===== config.mk =====
export PLATFORM = sky130hd
export DESIGN_NAME = core_bus_arbiter
export DESIGN_NICKNAME = d
export VERILOG_FILES = /design/src/rtl/core_bus_arbiter.sv
export SDC_FILE = /design/constraint.sdc
export NUM_CORES = 1
export LEC_CHECK = 0
export CAP_MARGIN = 20
export CORE_AREA = 2 2 198 200
export DETAILED_ROUTE_END_ITERATION = 6
export DIE_AREA = 0 0 200 202
export SETUP_SLACK_MARGIN = 0.5
export SLEW_MARGIN = 10
export SYNTH_ARGS = -nofsm -noshare
export SYNTH_HDL_FRONTEND = slang
export SYNTH_SLANG_ARGS = --single-unit

===== constraint.sdc =====
create_clock -name clk -period 1.6 [get_ports clk]
set_input_delay 0.32 -clock clk [delete_from_list [all_inputs] [get_ports clk]]
set_output_delay 0.32 -clock clk [all_outputs]
set_load 0.005 [all_outputs]

===== src/rtl/core_bus_arbiter.sv =====
// core_bus_arbiter: merges the core's instruction and data requests onto a
// single-beat cache bus. The winning request's payload is latched for the
// whole transaction. Responses are routed back combinationally as one-cycle
// data_ok pulses.
module core_bus_arbiter #(
  parameter int ADDR_W  = 64,
  parameter int DATA_W  = 64,
  parameter int IDATA_W = 32
) (
  input  logic               clk,
  input  logic               reset,
  // instruction side
  input  logic               ireq_valid,
  input  logic [ADDR_W-1:0]  ireq_addr,
  output logic               iresp_data_ok,
  output logic [IDATA_W-1:0] iresp_data,
  // data side
  input  logic               dreq_valid,
  input  logic [ADDR_W-1:0]  dreq_addr,
  input  logic [2:0]         dreq_size,
  input  logic [7:0]         dreq_strobe,
  input  logic [DATA_W-1:0]  dreq_data,
  output logic               dresp_data_ok,
  output logic [DATA_W-1:0]  dresp_data,
  // cache bus
  output logic               creq_valid,
  output logic               creq_is_write,
  output logic [ADDR_W-1:0]  creq_addr,
  output logic [2:0]         creq_size,
  output logic [7:0]         creq_strobe,
  output logic [DATA_W-1:0]  creq_data,
  input  logic               cresp_ready,
  input  logic [DATA_W-1:0]  cresp_data
);

  typedef enum logic [1:0] {
    IDLE  = 2'd0,
    IBUSY = 2'd1,
    DBUSY = 2'd2
  } state_t;

  state_t              state_reg;
  logic                last_d_reg;
  logic                creq_valid_reg;
  logic [ADDR_W-1:0]   creq_addr_reg;
  logic [2:0]          creq_size_reg;
  logic [7:0]          creq_strobe_reg;
  logic [DATA_W-1:0]   creq_data_reg;

  logic                grant_d;
  logic                grant_i;
  logic [IDATA_W-1:0]  iresp_word;

  // Arbitration: data wins contention unless the previous grant was data.
  always_comb begin
    grant_d = dreq_valid & (~ireq_valid | ~last_d_reg);
    grant_i = ireq_valid & (~dreq_valid |  last_d_reg);
  end

  // Transaction FSM: latch the winner's payload, hold it until the beat completes.
  always_ff @(posedge clk or negedge reset) begin
    if (!reset) begin
      state_reg       <= IDLE;
      last_d_reg      <= 1'b0;
      creq_valid_reg  <= 1'b0;
      creq_addr_reg   <= '0;
      creq_size_reg   <= '0;
      creq_strobe_reg <= '0;
      creq_data_reg   <= '0;
    end else begin
      case (state_reg)
        IDLE: begin
          if (grant_d) begin
            state_reg       <= DBUSY;
            last_d_reg      <= 1'b1;
            creq_valid_reg  <= 1'b1;
            creq_addr_reg   <= dreq_addr;
            creq_size_reg   <= dreq_size;
            creq_strobe_reg <= dreq_strobe;
            creq_data_reg   <= dreq_data;
          end else if (grant_i) begin
            state_reg       <= IBUSY;
            last_d_reg      <= 1'b0;
            creq_valid_reg  <= 1'b1;
            creq_addr_reg   <= ireq_addr;
            creq_size_reg   <= 3'd2;
            creq_strobe_reg <= 8'h00;
            creq_data_reg   <= '0;
          end
        end
        IBUSY, DBUSY: begin
          // Upstream inputs are deliberately ignored here: a flush may move
          // the fetch address or drop valid, but the bus beat must complete.
          if (cresp_ready) begin
            state_reg      <= IDLE;
            creq_valid_reg <= 1'b0;
          end
        end
        default: begin
          state_reg      <= IDLE;
          creq_valid_reg <= 1'b0;
        end
      endcase
    end
  end

  // Pick the 32-bit instruction word out of the 64-bit beat by address bit 2.
  for (genvar gi = 0; gi < IDATA_W; gi++) begin : g_iword
    assign iresp_word[gi] = creq_addr_reg[2] ? cresp_data[IDATA_W + gi] : cresp_data[gi];
  end

  assign iresp_data_ok = (state_reg == IBUSY) & cresp_ready;
  assign dresp_data_ok = (state_reg == DBUSY) & cresp_ready;

  // Return data is forced to zero while reset is held.
  assign iresp_data = reset ? iresp_word : '0;
  assign dresp_data = reset ? cresp_data : '0;

  assign creq_valid    = creq_valid_reg;
  assign creq_is_write = |creq_strobe_reg;
  assign creq_addr     = creq_addr_reg;
  assign creq_size     = creq_size_reg;
  assign creq_strobe   = creq_strobe_reg;
  assign creq_data     = creq_data_reg;

endmodule


# Word level (Yosys, flattened, before mapping)
# Index checks and enable logic that the tools add are counted.
[word_totals]
reg_bits = 143
inputBits = 272
output_inout_bits = 239
word_cells = 78
[classes]
n_eq_ne = 4
n_mux = 52
bitwise = 9
reduce_logical = 6
[op_table]
columns = ["operator", "n"]
rows = [
  ["2-to-1 mux 64 bit", 5],
  ["2-to-1 mux 1 bit", 37],
  ["2-to-1 mux 32 bit", 1],
  ["2-to-1 mux 8 bit", 2],
  ["OR reduction 8 bit", 1],
  ["2-to-1 mux 2 bit", 3],
  ["2-to-1 mux 3 bit", 2],
  ["bitwise AND 1 bit", 4],
  ["one-hot mux 2 bit (2 select lines)", 1],
  ["AND reduction 2 bit", 2],
  ["inequality test 3 bit, second input constant", 1],
  ["NOT 1 bit", 3],
  ["equality test 2 x 1 -> 1 bit, second input constant", 1],
  ["equality test 2 bit, second input constant", 1],
  ["zero test 2 bit", 1],
  ["inequality test 2 bit, second input constant", 1],
  ["bitwise OR 1 bit", 2],
  ["one-hot mux 1 bit (2 select lines)", 1],
  ["nonzero test 2 bit", 1],
  ["OR reduction 2 bit", 1],
]

# Depth between registers and ports, before layout
# Gate-level depths: netlist of the first run.
[logic_depth]
ltp_word = 6
depth_mapped = 7
mapped_depth_nobuf = 5

# Least setup slack after synthesis of the first run
# OpenSTA, ideal clock, no wires.
[synth_path]
path_kind = "flip-flop to flip-flop"
start = "reg state_reg[1]"
end = "reg creq_data_reg[26] (netlist: creq_data[26])"
setup_ns = 0.121
arrival_time_ns = 1.339
t_required_ns = 1.479
setup_slack_ns = 0.140
stages_incl_launch_ff = 7
path_buffers = 2
period_less_slack_ns = 1.460
path_cell_list = "dfrtp_1 inv_1 ha_1 o21ai_2 buf_2 buf_2 a22o_1"
[synth_via]
elab_chain_cells = 2
[synth_rtl]
columns = ["item", "line", "source"]
rows = [
  ["start, declared", "42", "state_t state_reg;"],
  ["start signal, assigned", "63", "state_reg <= IDLE;"],
  ["start signal, assigned", "74", "state_reg <= DBUSY;"],
  ["start signal, assigned", "82", "state_reg <= IBUSY;"],
  ["zero test 2 bit", "71", "case (state_reg)"],
  ["AND reduction 2 bit (no line)", "-", ""],
  ["end signal, assigned", "80", "creq_data_reg <= dreq_data;"],
  ["end, declared", "48", "logic [DATA_W-1:0] creq_data_reg;"],
]
# Every way passes these cells.
# A chain may end at the register's enable or synchronous reset.

# Worst setup path in the final report of the first run
[layout_path]
start = "reg creq_addr_reg[2] (netlist: creq_addr[2])"
end = "out iresp_data[20]"
[layout_via]
elab_chain_cells = 2
[layout_rtl]
columns = ["item", "line", "source"]
rows = [
  ["start, declared", "45", "logic [ADDR_W-1:0] creq_addr_reg;"],
  ["start signal, assigned", "77", "creq_addr_reg <= dreq_addr;"],
  ["start signal, assigned", "85", "creq_addr_reg <= ireq_addr;"],
  ["2-to-1 mux 1 bit", "109", "assign iresp_word[gi] = creq_addr_reg[2] ? cresp_data[IDATA_W + gi] : cresp_data[gi];"],
  ["2-to-1 mux 32 bit", "116", "assign iresp_data = reset ? iresp_word : '0;"],
  ["end, declared", "16", "output logic [IDATA_W-1:0] iresp_data,"],
]
# Every way passes these cells.

==> flow_metrics.env, run 1 <==
export IMPL_fin_tns_setup_ns=-47.11
export IMPL_ctsRootBufferMaster="clkbuf_16"
export IMPL_antenna_found_initial=4
export IMPL_cp_data_required_time_ns=1.28
export IMPL_clock_sink_count=143
export IMPL_finish_utilization_pct=44.3
export IMPL_use_met3_pct=4.74
export IMPL_total_power_mw=28.9
export IMPL_p_leak_nw=7.81
export IMPL_grt_pass1_wl_um=53100
export IMPL_netlist_top_cells_count="143 x dfrtp_1, 129 x a21oi_1, 74 x a22o_1"
export IMPL_power_density_mw_per_mm2=1700
export IMPL_reg2regPathDepth=12
export IMPL_peakVddDrop_v=0.000772
export IMPL_crit_top_cell="buf_6"
export IMPL_grt_pass1_vias=8523
export IMPL_crit_path_max_fanout=8
export IMPL_max_slew_worst_pin_slew_ns=0.360
export IMPL_synth_edf_count=0
export IMPL_fin_crit_ns=2.12
export IMPL_setup_ws_ns=-0.521
export IMPL_synth_ff_type="dfrtp_1"
export IMPL_die_w_um=200
export IMPL_cts_tree="yes"
export IMPL_post_synth_top_count_cell="dfrtp_1"
export IMPL_htree_num_levels=4
export IMPL_endpoint_kind="primary output"
export IMPL_cts_buffers=17
export IMPL_clk_latency_ns=0.45
export IMPL_dieArea_mm2=0.0404
export IMPL_drv_cap=0
export IMPL_drv_slew=0
export IMPL_num_vias=8427
export IMPL_core_area_mm2=0.0383
export IMPL_r2r_start="state_reg[0]"
export IMPL_crit_arrival_ns=1.80
export IMPL_io_buffers=510
export IMPL_synth_top_area_share_pct=52.0
export IMPL_finClkSkew_ns=0.00679
export IMPL_drc=0
export IMPL_holdCritPathClass="input pin to async pin"
export IMPL_place_ws_ns=-0.523
export IMPL_placed_cells=1743
export IMPL_grt_max_degree=61
export IMPL_syn_num_nets=965
export IMPL_fin_cells=1973
export IMPL_cp_start_kind="flip-flop"
export IMPL_slowest_delay_ns=0.44
export IMPL_syn_area_per_cell_um2=9.98
export IMPL_synth_top_area_cell="dfrtp_1"
export IMPL_yosysWarnings=0
export IMPL_drive_gt1_share_pct=54.7
export IMPL_async_reset_ff_share_pct=100
export IMPL_initial_core_util_pct=18.0
export IMPL_yosys_top_cells_area="dfrtp_1 52%, a22o_1 9.4%, a21oi_1 9.4%"
export IMPL_cp_cell_sequence="buf_6 > buf_16 > buf_6 > buf_12 > mux2i_2 > nor2b_1 > buf_2"
export IMPL_ys_types=27
export IMPL_first_pass_iters=4
export IMPL_ys_seq_area_share_pct=52.0
export IMPL_synth_seq_cells=143
export IMPL_drtIter0Drc=265
export IMPL_use_met2_pct=31.9
export IMPL_busiest_layer="met2"
export IMPL_ctsLongestPathBuffers=2
export IMPL_overflow=0
export IMPL_finalHoldViolCount=0
export IMPL_slew_headroom_pct=76.0
export IMPL_place_congestion=0.851
export IMPL_synthCells=690
export IMPL_gr_usage_all_layers_pct=17.9
export IMPL_wl_per_cell_um=20.1
export IMPL_fmax_mhz=471
export IMPL_cts_clk_slew_worst_paths_ns=0.06
export IMPL_io_pins=511
export IMPL_wirelength_um=39600
export IMPL_setup_violations=178
export IMPL_dp_hpwl_um=25600
export IMPL_syn_area_mm2=0.00688
export IMPL_outcome="finished, violations left"
export IMPL_ff2ff_setup_slack_ns=-0.30
export IMPL_die_y_um=202
export IMPL_viasPerCell=4.27
export IMPL_num_nets_final=1714
export IMPL_placementRows=72
export IMPL_violations="setup timing"
export IMPL_ant_nets=0
export IMPL_worst_path_max_delay_cell="dfrtp_2"
export IMPL_rsz0062_at_grt="yes"
export IMPL_fillCellCount=3544
export IMPL_fin_crit_sh_pct=133
export IMPL_met1_usage_pct=20.0
export IMPL_area_growth_pct=147
export IMPL_r2r_end="creq_addr[62]"
export IMPL_worstSetupPathType="flip-flop to primary output"
-- cell type report --
class / count / area (um2) / share of cell area, %
clock buffers: 21 / 440 / 2.60
diodes: 3 / 7.51 / 0.0442
multi-input cells: 487 / 4180 / 24.6
inverters: 3 / 13.8 / 0.0811
well taps: 518 / 648 / 3.82
flip-flops and latches: 143 / 3580 / 21.1
repair buffers: 787 / 7890 / 46.5
clock inverters: 11 / 213 / 1.25
-- what timing repair did --
action,4_1_cts,5_1_grt
gates cloned,27,13
setup endpoints to repair,382,442
setup buffers,92,62
hold buffers,1,0
resized for setup,1177,334
pin swaps,43,40
hold endpoints to repair,6,0
-- per-stage QoR --
step           hold slack, ns  area [um2]
6_report                0.145       17000
5_1_grt                 0.131       17000
3_5_place_dp            0.347       13200
2_1_floorplan          0.0244        7100
4_1_cts                 0.122       14900
3_3_place_gp            0.344       13200
-- cell usage in the layout, fill, tap and decap left out, types with 8 or more instances in the layout --
cell and n:
and2_1 8, nor2_4 26, mux2i_1 22, dfrtp_1 142, nor2_1 18, nand2_1 68
a22o_1 74, nor2_2 22, a21oi_1 16, buf_16 26, buf_4 135, buf_12 35
a21oi_2 77, buf_2 166, buf_8 16, nor2b_1 29, and2_4 60, a21oi_4 36
dlygate4sd2_1 58, clkdlybuf4s50_1 206, clkbuf_16 30, buf_6 121
-- kinds of logic (layout without fill, tap and decap cells) --
family          count (synthesis)  after routing  synth area share, %
compound gates                211            211                 19.9
fa+ha+maj                       3              3                0.545
buf+inv                        61            822                 5.98
flops                         143            143                 52.0
mux                            32             32                 4.65
other cells                     0              3                    0
simple gates                  240            241                 17.0
-- per-layer routing --
metal  wire length, um  up-vias
li1                  -     3905
met5                 0        -
met3              2910       53
met4              1190        0
met1             15000     4132
met2             20500      337
-- worst max-delay path by stage --
| stage | endpoint | from |
|---|---|---|
| after floorplan | creq_addr[0] | state_reg[1] |
| after global placement | iresp_data[0] | cresp_data[32] |
| after detailed placement | iresp_data[0] | cresp_data[32] |
| after CTS | iresp_data[24] | creq_addr[2] |
| after global routing | iresp_data[20] | creq_addr[2] |
| final | iresp_data[20] | creq_addr[2] |
-- worst max-delay path: cells and delay by family, from the launching register on --
kind	cells	cell delay (ns)
flops	1	0.44
simple gates	1	0.12
mux	1	0.15
buf+inv	5	0.65
-- report_power, final --
part	switching, mW	internal (mW)
Clock	1.62	2.92
Combinational	7.28	10.4
Sequential	1.16	5.47
Power figures use the tool's default switching activity.
==> inputs of run 2 (changes only) <==
Settings changed: CELL_PAD_IN_SITES_DETAIL_PLACEMENT set to 0, CELL_PAD_IN_SITES_GLOBAL_PLACEMENT set to 1, CORE_AREA 2 2 198 200 to 2 2 197 199, DIE_AREA 0 0 200 202 to 0 0 199 201, PLACE_DENSITY_LB_ADDON set to 0.1.
==> flow_metrics.env, run 2 (synthesized netlist as in run 1, its figures left out) <==
export IMPL_cp_cell_sequence="buf_12 > buf_12 > buf_8 > mux2i_1 > nor2b_2 > buf_2"
export IMPL_fin_cells=1935
export IMPL_ant_nets=0
export IMPL_area_growth_pct=143
export IMPL_dp_hpwl_um=26400
export IMPL_mostFrequentLayoutCells="235 x clkdlybuf4s50_1, 152 x buf_6, 142 x dfrtp_1, 141 x buf_2, 94 x buf_4"
export IMPL_drc=0
export IMPL_p_int_mw=18.6
export IMPL_power_density_mw_per_mm2=1720
export IMPL_core_area_mm2=0.0381
export IMPL_endpoint_kind="primary output"
export IMPL_gr_usage_all_layers_pct=18.9
export IMPL_switching_power_mw=10.2
export IMPL_timing_critical_path_buf_inv=4
export IMPL_cts_buffers=17
export IMPL_fin_crit_ns=2.01
export IMPL_grt_pass1_vias=8391
export IMPL_crit_top_cell="buf_12"
export IMPL_total_power_mw=28.7
export IMPL_wl_met3_um=3290
export IMPL_io_pins=511
export IMPL_dieArea_mm2=0.0400
export IMPL_viasPerCell=4.17
export IMPL_clk_latency_ns=0.44
export IMPL_drv_slew=0
export IMPL_fin_crit_sh_pct=126
export IMPL_drt_met1_wl_um=15300
export IMPL_first_pass_iters=4
export IMPL_initial_core_util_pct=18.1
export IMPL_outcome="finished, violations left"
export IMPL_cts_tree="yes"
export IMPL_layout_commonest_cell="clkdlybuf4s50_1"
export IMPL_wirelength_um=40000
export IMPL_crit_arrival_ns=1.69
export IMPL_io_buffers=510
export IMPL_wl_per_cell_um=20.7
export IMPL_slowest_delay_ns=0.42
export IMPL_cts_clk_slew_worst_paths_ns=0.07
export IMPL_clock_sink_count=143
export IMPL_antenna_found_initial=4
export IMPL_violations="setup timing"
export IMPL_overflow=0
export IMPL_setup_violations=139
export IMPL_route_met2_wl_um=20600
export IMPL_drive_gt1_share_pct=53.5
export IMPL_p_clk_share_pct=16.4
export IMPL_finClkSkew_ns=0.0124
export IMPL_maxUsedRoutingLayer="met4"
export IMPL_ctsLongestPathBuffers=2
export IMPL_final_area_mm2=0.0168
export IMPL_die_w_um=199
export IMPL_worst_path_max_delay_cell="dfrtp_2"
export IMPL_num_nets_final=1676
export IMPL_drv_cap=0
export IMPL_place_congestion=0.762
export IMPL_p_seq_share_pct=23.4
export IMPL_finalHoldViolCount=0
export IMPL_grt_pass1_wl_um=54900
export IMPL_worstSetupPathType="flip-flop to primary output"
export IMPL_cp_data_required_time_ns=1.28
export IMPL_die_y_um=201
export IMPL_placementRows=72
export IMPL_cp_start_kind="flip-flop"
export IMPL_htree_num_levels=4
export IMPL_max_slew_worst_pin_slew_ns=0.486
export IMPL_fmax_mhz=497
export IMPL_placed_cells=1720
export IMPL_ctsRootBufferMaster="clkbuf_16"
export IMPL_holdCritPathClass="input pin to async pin"
export IMPL_crit_path_max_fanout=5
export IMPL_crit_family="buffers and inverters"
export IMPL_num_vias=8067
export IMPL_rsz0062_at_grt="yes"
export IMPL_p_leak_nw=7.64
export IMPL_slew_headroom_pct=67.6
export IMPL_drtIter0Drc=220
export IMPL_placed_cell_area_mm2=0.0130
export IMPL_combPwrFrac_pct=60.2
export IMPL_peakVddDrop_v=0.000760
export IMPL_grt_max_degree=47
export IMPL_setup_ws_ns=-0.414
export IMPL_switching_share_pct=35.5
## run 2: changes by cell type in the layout (fill, tap and decap cells not counted), sizes merged, moves of 4 or more
cell / before / now
clkdlybuf4s15: 7 / 3
buf: 499 / 468
clkdlybuf4s50: 206 / 235
inv: 3 / 8
dlygate4sd2: 58 / 32
clkbuf: 35 / 28
## run 2: power by group through the flow
stage / clock (mW) / sequential [mW] / combinational [mW]
5_1_grt: 5.00 / 6.93 / 18.5
3_3_place_gp: 0 / 6.54 / 11.7
3_5_place_dp: 0 / 6.54 / 11.6
6_report: 4.71 / 6.74 / 17.3
2_1_floorplan: 0 / 6.64 / 4.66
4_1_cts: 4.85 / 6.49 / 13.6
## run 2: timing repair
action                                  in CTS  in global routing
buffers inserted                            81                 60
endpoints found under the setup margin     382                429
hold buffers                                 0                  0
resized for setup                         1177                330
cloned                                      29                 10
pin swaps                                   16                 27
## run 2: final timing paths
kind | from | to | slack [ns] | cells past startpoint
max | creq_addr[2] | iresp_data[21] | -0.41 | 6
max in group asynchronous | reset | creq_addr[21] | 0.62 | 7
min reg2reg | creq_data[35] | creq_data[35] | 0.50 | 1
max reg2reg | state_reg[0] | creq_data[17] | -0.13 | 9
min in group clk | ireq_addr[29] | creq_addr[29] | 0.42 | 3
min | reset | creq_addr[12] | 0.02 | 3
## run 2: final cells by class
cell class,count,area (um2)
Tap cell,518,648
Timing Repair Buffer,749,7830
Clock buffer,17,425
Clock inverter,15,254
Multi-Input combinational cell,487,4000
Sequential cell,143,3580
Inverter,3,11.3
Antenna cell,3,7.51
Fill cell,3692,21400
## run 2: layer usage
metal	vias up	global-route usage [%]
li1	3825	-
met1	3920	20.6
met2	295	33.5
met3	27	7.17
met4	0	6.32
met5	-	0
## run 2: tightest hold or removal path: stages
cell and delay, ns:
clkbuf_16 0.14, buf_12 0.14, buf_4 0.23
## run 2: through the flow
step	setup TNS [ns]	util (%)	setup slack, ns	hold slack (ns)
after floorplan	0	-	0.314	0.0244
after global placement	-44.36	34.2	-0.589	0.364
after detailed placement	-46.03	34.2	-0.568	0.368
after CTS	-13.47	38.6	-0.457	0.000725
after global routing	-26.45	44.0	-0.491	0.0211
final	-16.43	44.0	-0.414	0.0224
==> inputs of run 3 (changes only) <==
Settings changed: SLEW_MARGIN 10 to 20.
==> results of run 3 <==
The final DEF is identical to that of run 2; final timing and power are the same.
